### config.mk
export PLATFORM = sky130hd
export DESIGN_NAME = pc_sequencer
export DESIGN_NICKNAME = d
export VERILOG_FILES = /design/src/rtl/pc_sequencer.sv
export SDC_FILE = /design/constraint.sdc
export NUM_CORES = 1
export LEC_CHECK = 0
export BUFFER_PORTS_ARGS = -buffer_cell sky130_fd_sc_hd__buf_2
export CAP_MARGIN = 20
export CORE_MARGIN = 8
export CORE_UTILIZATION = 40
export DETAILED_ROUTE_END_ITERATION = 8
export PLACE_DENSITY = 0.82
export SETUP_SLACK_MARGIN = 0.5
export SKIP_LAST_GASP = 1
export SLEW_MARGIN = 25
export SYNTH_ARGS = -nofsm -noshare
export SYNTH_HDL_FRONTEND = slang
export SYNTH_SLANG_ARGS = --single-unit
### constraint.sdc
create_clock -name clk -period 2.9 [get_ports clk]
set_clock_uncertainty 0.15 [all_clocks]
set_input_delay 0.29 -clock clk [delete_from_list [all_inputs] [get_ports clk]]
set_output_delay 0.29 -clock clk [all_outputs]
set_load 0.01 [all_outputs]
### src/rtl/pc_sequencer.sv
// Multicycle fetch controller: owns the PC, issues one fetch per instruction,
// holds it for decode and commits the selected next PC. Optional PC_ALIGN_CHECK_EN traps misaligned targets.
module pc_sequencer #(
  parameter logic [31:0] RESET_PC   = 32'h0000_3000,
  parameter logic [31:0] EXC_VECTOR = 32'h0000_4180
) (
  input  logic        clk,
  input  logic        reset,
  output logic        if_req,
  output logic [31:0] if_addr,
  input  logic        if_ack,
  input  logic [31:0] if_rdata,
  output logic [31:0] instr,
  output logic [31:0] pc4,
  output logic        instr_valid,
  input  logic        stall,
  input  logic [1:0]  pc_sel,
  input  logic        br_taken,
  input  logic [31:0] npc4,
  input  logic [31:0] npcb,
  input  logic [31:0] npcj,
  input  logic [31:0] npcjr,
  output logic [31:0] retire_cnt,
  output logic        exc_flag,
  output logic [31:0] exc_pc
);

  typedef enum logic {FETCH = 1'b0, ISSUE = 1'b1} state_t;

  state_t      state_reg, state_next;
  logic [31:0] pc_reg;
  logic [31:0] instr_reg;
  logic [31:0] pc4_reg;
  logic        instr_valid_reg;
  logic [31:0] retire_cnt_reg;
  logic [31:0] target;
  logic        misaligned;
  logic [31:0] commit_pc;
  logic        fetch_done;
  logic        commit;

  always_comb begin
    target = npc4;
    case (pc_sel)
      2'b00: target = npc4;
      2'b01: target = br_taken ? npcb : npc4;
      2'b10: target = npcj;
      2'b11: target = npcjr;
      default: target = npc4;
    endcase
  end

`ifdef PC_ALIGN_CHECK_EN
  assign misaligned = (target[1:0] != 2'b00);
`else
  assign misaligned = 1'b0;
`endif
  assign commit_pc = misaligned ? EXC_VECTOR : target;

  assign fetch_done = (state_reg == FETCH) && if_ack;
  assign commit     = (state_reg == ISSUE) && !stall;

  always_comb begin
    state_next = state_reg;
    case (state_reg)
      FETCH:   if (if_ack) state_next = ISSUE;
      ISSUE:   if (!stall) state_next = FETCH;
      default: state_next = FETCH;
    endcase
  end

  always_ff @(posedge clk) begin
    if (reset) begin
      state_reg       <= FETCH;
      pc_reg          <= RESET_PC;
      instr_reg       <= 32'h0;
      pc4_reg         <= 32'h0;
      instr_valid_reg <= 1'b0;
      retire_cnt_reg  <= 32'h0;
    end else begin
      state_reg <= state_next;
      if (fetch_done) begin
        instr_reg       <= if_rdata;
        pc4_reg         <= pc_reg + 32'd4;
        instr_valid_reg <= 1'b1;
      end
      if (commit) begin
        pc_reg          <= commit_pc;
        retire_cnt_reg  <= retire_cnt_reg + 32'd1;
        instr_valid_reg <= 1'b0;
      end
    end
  end

`ifdef PC_ALIGN_CHECK_EN
  logic        exc_flag_reg;
  logic [31:0] exc_pc_reg;

  // exc_flag is a single-cycle pulse; exc_pc keeps the last offending target.
  always_ff @(posedge clk) begin
    if (reset) begin
      exc_flag_reg <= 1'b0;
      exc_pc_reg   <= 32'h0;
    end else begin
      exc_flag_reg <= commit && misaligned;
      if (commit && misaligned) exc_pc_reg <= target;
    end
  end

  assign exc_flag = exc_flag_reg;
  assign exc_pc   = exc_pc_reg;
`else
  assign exc_flag = 1'b0;
  assign exc_pc   = 32'h0;
`endif

  // The request is dropped combinationally while reset is held so an
  // in-flight fetch is abandoned in the reset cycle itself.
  assign if_req      = (state_reg == FETCH) && !reset;
  assign if_addr     = pc_reg;
  assign instr       = instr_reg;
  assign pc4         = pc4_reg;
  assign instr_valid = instr_valid_reg;
  assign retire_cnt  = retire_cnt_reg;

endmodule

==> metrics, run 1 <==
status=finished, final reports clean; Final Hold Fails=0; Worst Setup End Kind=register; fmax=0.4659 GHz; cells resized by post-CTS repair=0; largest net degree at the start of global routing=58; Syn. warnings=0; residual overflow from global routing=0; Fillers=1456; dpl hpwl=17360 um; Vias/cell=5.140; Inserted Diodes=0; Setup crit start kind=register; wire length per cell=17.21 um; Async SR Flop Fraction=0%; Sink Count=130; Core Rows=46; routability cong.=0.9526; min Tclk post-route=2.146 ns; Rel. slew slack=60.29%; Layout area overhead=37.95%; Avg Synthesized Cell Area=8.214 um^2; post-route fraction of the period consumed by the critical path=74.01%; CTS tree=yes; DRT Wirelength=22680 um; layout cell share with drive strength beyond 1=31.85%; Post-synth EDFFs=0; CTS buffer count=17; die area=20550 um^2; initial antenna violation count=0; all-layer global routing usage=21.71%; register area share after synthesis=40.11%; Max Slew Vio Count=0; #FFs+latches synth=130; CP Class=register to register; synth top area cells=dfxtp_1 40%, a211oi_1 9.7%, xor2_1 5.7%, nor2_1 5.6%, nand2_1 5.3%; Syn Inst Count=790; post-place setup slack=0.7519 ns; CP Max Fanout=7; first-pass GRT wire length=35090 um; DRC violations left=0; Pre-antenna DRT Iters=5; vias post-DR=6775; Yosys cell types=36; Max Root-Sink Buffers=2; setup ws final=0.7536 ns; number of max-cap violations=0; CTS Root Cell=clkbuf_16; critical path arrival=2.31 ns; Worst Setup SP=if_addr[2]; CP Data Required Time=3.06 ns; HP Class=primary input to register; critical path cell sequence=ha_1, nand3_1, nor2_1, nand4_2, or3_1, a311oi_1; Crit path largest cell delay=0.43 ns; die height=143.4 um; worst vdd ir=483.6 uV; htree depth=4; cell count after placement=1255; Leakage=4.210 nW; remaining antenna violation count=0; IO Pins=330; Die Wd=143.4 um; Hold Startpoint=if_rdata[22]; count of final setup violators=0; share of Yosys cell area claimed by the top area cell type=40.11%; Worst-Skew Late Latency=0.41 ns; Port Buf Inserts=296; clock slew at reported path FFs=0.05 ns; Mapped Area=6489 um^2; slowest stage cell, crit path=dfxtp_1; core area=15890 um^2; Initial Util=40.85%; final-stage net count=1258; RSZ-0062 raised after global routing=no; DR iter-0 viols=345; Finished Layout Cells=1318; Reg2Reg Launch Point=if_addr[2]; CP Buf/Inv Count=0; Power Density=533.2 nW/um^2; vias in the first global route=6572; area leader, netlist=dfxtp_1; Top FF cell, synth=dfxtp_1; setup_tns=0 ns; measured slew at the worst slew-check pin=0.5957 ns; CP delay by family, top=simple AND/OR/NAND/NOR gates
cells in the mapped netlist (2+ instances only):
library cell / instances
dfxtp_1: 130
nand4_1: 23
and4_1: 8
nor2_1: 97
nand3b_1: 2
nand3_1: 15
nand4_2: 2
ha_1: 2
nand2b_1: 2
nand3_2: 3
inv_1: 4
a211o_1: 2
buf_1: 6
buf_4: 34
and3_1: 42
xnor2_1: 10
a311oi_1: 7
or3_1: 6
buf_2: 4
nor3_1: 4
xor2_1: 42
clkbuf_1: 50
nand2_1: 91
a211oi_1: 84
nor2b_1: 2
o21ai_0: 7
a21oi_1: 67
and2_1: 4
mux2i_1: 32
nor4_1: 2
worst register-to-register path, cell delays in order, from the launching register on:
cell and delay [ns]:
dfxtp_1 0.43, ha_1 0.23, nand3_1 0.10, nor2_1 0.30, nand4_2 0.23, or3_1 0.36, a311oi_1 0.25
stage by stage:
| stage | power, W | hold WS (ns) | area (um^2) | utilization (%) |
|---|---|---|---|---|
| 2_1_floorplan | 0.002321 | 0.2760 | 6609 | - |
| 3_3_place_gp | 0.002564 | 0.2894 | 8025 | 50.52 |
| 3_5_place_dp | 0.002578 | 0.2937 | 8025 | 50.52 |
| 4_1_cts | 0.004827 | 0.003798 | 8951 | 56.35 |
| 5_1_grt | 0.004987 | 0.01551 | 8951 | 56.35 |
| 6_report | 0.004773 | 0.01745 | 8951 | 56.35 |
where the power goes:
group          switching [W]  internal [W]  leakage, nW
combinational       0.000356      0.000283         2.85
sequential         0.0000686       0.00187         1.06
clock               0.000759       0.00144        0.295
cell families after synthesis:
kind of cell	count (synthesis)	share of synthesized area [%]
buffers and inverters	98	7.713
flip-flops	130	40.11
AO/OA/AOI/OAI	168	16.76
multiplexers	32	4.936
XOR/XNOR	52	7.019
AND/OR/NAND/NOR	307	23.02
adder cells (fa/ha/maj)	2	0.3856
other	1	0.05779
layout by cell type (no fill, tap or decap), types with 4 or more instances in the layout:
cell and n:
buf_2 295, dfxtp_1 130, nor2_1 97, nand2_1 91
a211oi_1 84, a21oi_1 67, and3_1 42, xor2_1 42
conb_1 33, mux2i_1 32, dlygate4sd3_1 31, nand4_1 23
clkbuf_16 17, nand3_1 15, buf_4 14, xnor2_1 10
and4_1 8, o21ai_0 7, a311oi_1 7, or3_1 6
and2_1 4, inv_1 4, nor3_1 4, clkbuf_8 4
layer usage:
layer | vias to the layer above | GRT usage, % | part of all wire, %
met2 | 294 | 36.23 | 48
li1 | 3329 | - | -
met1 | 3111 | 25.75 | 41
met3 | 41 | 5.640 | 7.6
met5 | - | 0 | 0
met4 | 0 | 9.795 | 2.9
final cells by class:
| type | count | area, um^2 | share of cell area [%] |
|---|---|---|---|
| clock buffer | 23 | 488.0 | 5.451 |
| clock inverter | 9 | 127.6 | 1.426 |
| inverter | 4 | 15.01 | 0.1677 |
| multi-input combinational | 594 | 3516 | 39.28 |
| sequential | 130 | 2603 | 29.07 |
| tap | 216 | 270.3 | 3.019 |
| timing repair buffer | 342 | 1932 | 21.58 |
repair_timing:
item,CTS,global route
setup endpoints to repair,0,0
hold endpoints to repair,31,0
hold buffers,31,0
buffers inserted,0,0
worst paths after layout:
check,slack (ns),to,cells past startpoint
worst max-delay path,0.75,pc4[30],6
worst min-delay path,0.02,instr[22],3
worst max register to register,0.75,pc4[30],6
worst min register to register,0.30,instr[15],2
Power figures use the tool's default switching activity.
==> run 2, diff against run 1 <==
--- a/config.mk
+++ b/config.mk
@@ -10,7 +10,7 @@
 export CORE_MARGIN = 8
 export CORE_UTILIZATION = 40
 export DETAILED_ROUTE_END_ITERATION = 8
-export PLACE_DENSITY = 0.82
+export PLACE_DENSITY = 0.85
 export SETUP_SLACK_MARGIN = 0.5
 export SKIP_LAST_GASP = 1
 export SLEW_MARGIN = 25
==> constraint.sdc (replaced) <==
create_clock -name clk -period 1.7 [get_ports clk]
set_clock_uncertainty 0.15 [all_clocks]
set_input_delay 0.17 -clock clk [delete_from_list [all_inputs] [get_ports clk]]
set_output_delay 0.17 -clock clk [all_outputs]
set_load 0.01 [all_outputs]
==> run 2 against run 1 <==
  * First-iteration DRC count grew to 2.7 times the previous value
  * Via count is 28% higher
  * Fmax is 0.88% lower
  * Clock power is 71% higher
  * Power is 92% higher
  * Critical endpoint is now pc4[28]
  * Die area stayed put
  * The flow now finishes with violations (setup timing)
  * Final cell count is 15% higher
==> metrics, run 2 (same netlist as run 1, synthesis figures left out) <==
measured slew at the worst slew-check pin=0.6217 ns (+0.02607 ns); Worst Hold Endpoint=pc4[0]; CTS tree=yes; combinational share of power=23.0% (+9.6 points); DRC violations left=0 (unchanged); RSZ-0062 raised after global routing=yes; status=complete, but fails checks; Reg2Reg Launch Point=if_addr[9]; Die Wd=143.4 um (unchanged); Final Hold Fails=0 (unchanged); post-route cell area=13100 um^2 (+46%); fmax=0.4618 GHz (-0.88%); Hold Crit Depth=4 (+1); clock slew at reported path FFs=0.06 ns (about the same); CP Class=register to register; Worst-Skew Late Latency=0.42 ns (about the same); first-pass GRT wire length=42100 um (+20%); Power Density=699.1 nW/um^2 (+31%); Multi-input gate area=4802 um^2 (+37%); all-layer global routing usage=26.17% (+4.5 points); wire length per cell=24.15 um (+40%); sw frac=28.84% (+4.0 points); storage element area=2783 um^2 (+6.9%); Leakage=5.927 nW (+41%); DRT Wirelength=36570 um (+61%); Port Buf Inserts=296 (unchanged); Seq pwr share=35.8% (-4.8 points); Rel. slew slack=57.37% (-2.9 points); clock share of power=41.2% (-4.8 points); die height=143.4 um (unchanged); CP Buf/Inv Count=0 (unchanged); Hold Startpoint=if_ack; final-stage net count=1453 (+16%); CP delay by family, top=simple AND/OR/NAND/NOR gates; residual overflow from global routing=0 (unchanged); Int Power=0.006518 W (+82%); placed inst area=9191 um^2 (+15%); Max Slew Vio Count=0 (unchanged); number of max-cap violations=0 (unchanged); die area=20550 um^2 (unchanged); CP Max Fanout=5 (-2); DR iter-0 viols=917 (+170%); worst vdd ir=710.6 uV (+47%); min Tclk post-route=2.165 ns (+0.01906 ns); CTS Root Cell=clkbuf_16; violated checks=setup timing; count of final setup violators=43 (+43); Worst Setup End Kind=register; setup_tns=-7.463 ns (-7.463 ns); Max Root-Sink Buffers=2 (unchanged); initial antenna violation count=0 (unchanged); Setup crit start kind=register; commonest non-fill, non-tap cells in the layout=214 x buf_2, 140 x buf_6, 114 x buf_4; Fillers=766 (-47%); reg2reg setup slack=-0.47 ns (-1.22 ns); critical path arrival=2.30 ns (about the same); IO Pins=330 (unchanged); remaining antenna violation count=0 (unchanged); Core Rows=46 (unchanged); hold_buf cts=33 (+6.5%); R2R depth=5 (-1); worst r2r dst=pc4[28]; critical path cell sequence=nand4_1, nor3_4, nand4_4, or3_1, a311oi_1; post-route fraction of the period consumed by the critical path=127.4% (+53 points); P_sw=0.002642 W (+120%); Pre-antenna DRT Iters=5 (unchanged); Sink Count=130 (unchanged); Layout area overhead=101.9%; Crit path largest cell delay=0.38 ns (-0.05 ns); CTS buffer count=17 (unchanged); HP Class=primary input to register; vias post-DR=8648 (+28%); dpl hpwl=18550 um (+6.9%); Vias/cell=5.712 (+11%); htree depth=4 (unchanged); CP Data Required Time=1.83 ns (-1.23 ns); Initial Util=40.85% (unchanged); layout cell share with drive strength beyond 1=64.38% (+33 points); routability cong.=0.9828 (+3.2%); core area=15890 um^2 (unchanged); slowest stage cell, crit path=nor3_4; setup ws final=-0.4654 ns (-1.219 ns); vias in the first global route=7883 (+20%); largest net degree at the start of global routing=50 (-14%); most common cell after layout, fill and taps aside=buf_2
-- run 2: cell count changes in the layout (fill, tap and decap cells not counted), sizes merged, moves of 2 or more --
cell,previous run,this run
buf,311,495
clkbuf,23,30
clkinv,3,7
clkinvlp,3,0
dlygate4sd3,31,33
inv,4,6
-- run 2: worst max path at each step --
stage                 from  cells past startpoint       to  slack, ns
2_1_floorplan  if_addr[18]                      5  pc4[29]      -0.07
3_3_place_gp    if_addr[9]                      5  pc4[29]      -0.08
3_5_place_dp    if_addr[9]                      5  pc4[29]      -0.11
4_1_cts         if_addr[2]                      6  pc4[30]      -0.08
5_1_grt         if_addr[9]                      5  pc4[28]      -0.50
6_report        if_addr[9]                      5  pc4[28]      -0.47
-- run 2: repair_timing --
action,in CTS,in global routing
gates cloned,6,14
pin swaps,21,121
endpoints found under the hold margin,35,1
buffers inserted,29,70
endpoints found under the setup margin,249,259
resized for setup,132,330
-- run 2: worst register-to-register path, cell delays in order (launching register included) --
cell and delay [ns]:
dfxtp_4 0.37, nand4_1 0.25, nor3_4 0.38, nand4_4 0.20, or3_1 0.34, a311oi_1 0.34
-- run 2: final cells by class --
type,instances,share of cell area (%)
Clock inverter,11,0.9548
Tap cell,216,2.062
Clock buffer,21,3.676
Antenna cell,1,0.01910
Sequential cell,130,21.24
Multi-Input combinational cell,594,36.65
Inverter,4,0.1146
Timing Repair Buffer,537,35.29
-- run 2: power groups by stage --
stage               combinational, W  clock, W  sequential [W]
floorplan                   0.000695         0         0.00339
global placement             0.00124         0         0.00331
detailed placement           0.00126         0         0.00332
CTS                          0.00153   0.00375         0.00326
global route                 0.00220   0.00394         0.00329
finish                       0.00211   0.00377         0.00328
-- run 2: per-layer routing --
metal  vias up  GRT usage (%)  routed length [um]
met2       672          45.62               17260
met5         -              0                   0
met3       198          5.408                3473
met4         0          15.77                2491
met1      4075          28.83               13340
li1       3703              -                   -
-- run 2: metrics by stage --
| stage | hold WS (ns) | cells | setup slack, ns | power (W) | util [%] |
|---|---|---|---|---|---|
| CTS | -0.05546 | 1429 | -0.07628 | 0.008543 | 69.46 |
| global route | 0.03133 | 1513 | -0.4958 | 0.009438 | 82.47 |
| global placement | 0.2626 | 1329 | -0.07791 | 0.004550 | 57.86 |
| detailed placement | 0.2658 | 1329 | -0.1075 | 0.004584 | 57.86 |
| floorplan | 0.1560 | 822 | -0.06906 | 0.004090 | - |
| finish | 0.03981 | 1514 | -0.4654 | 0.009160 | 82.49 |
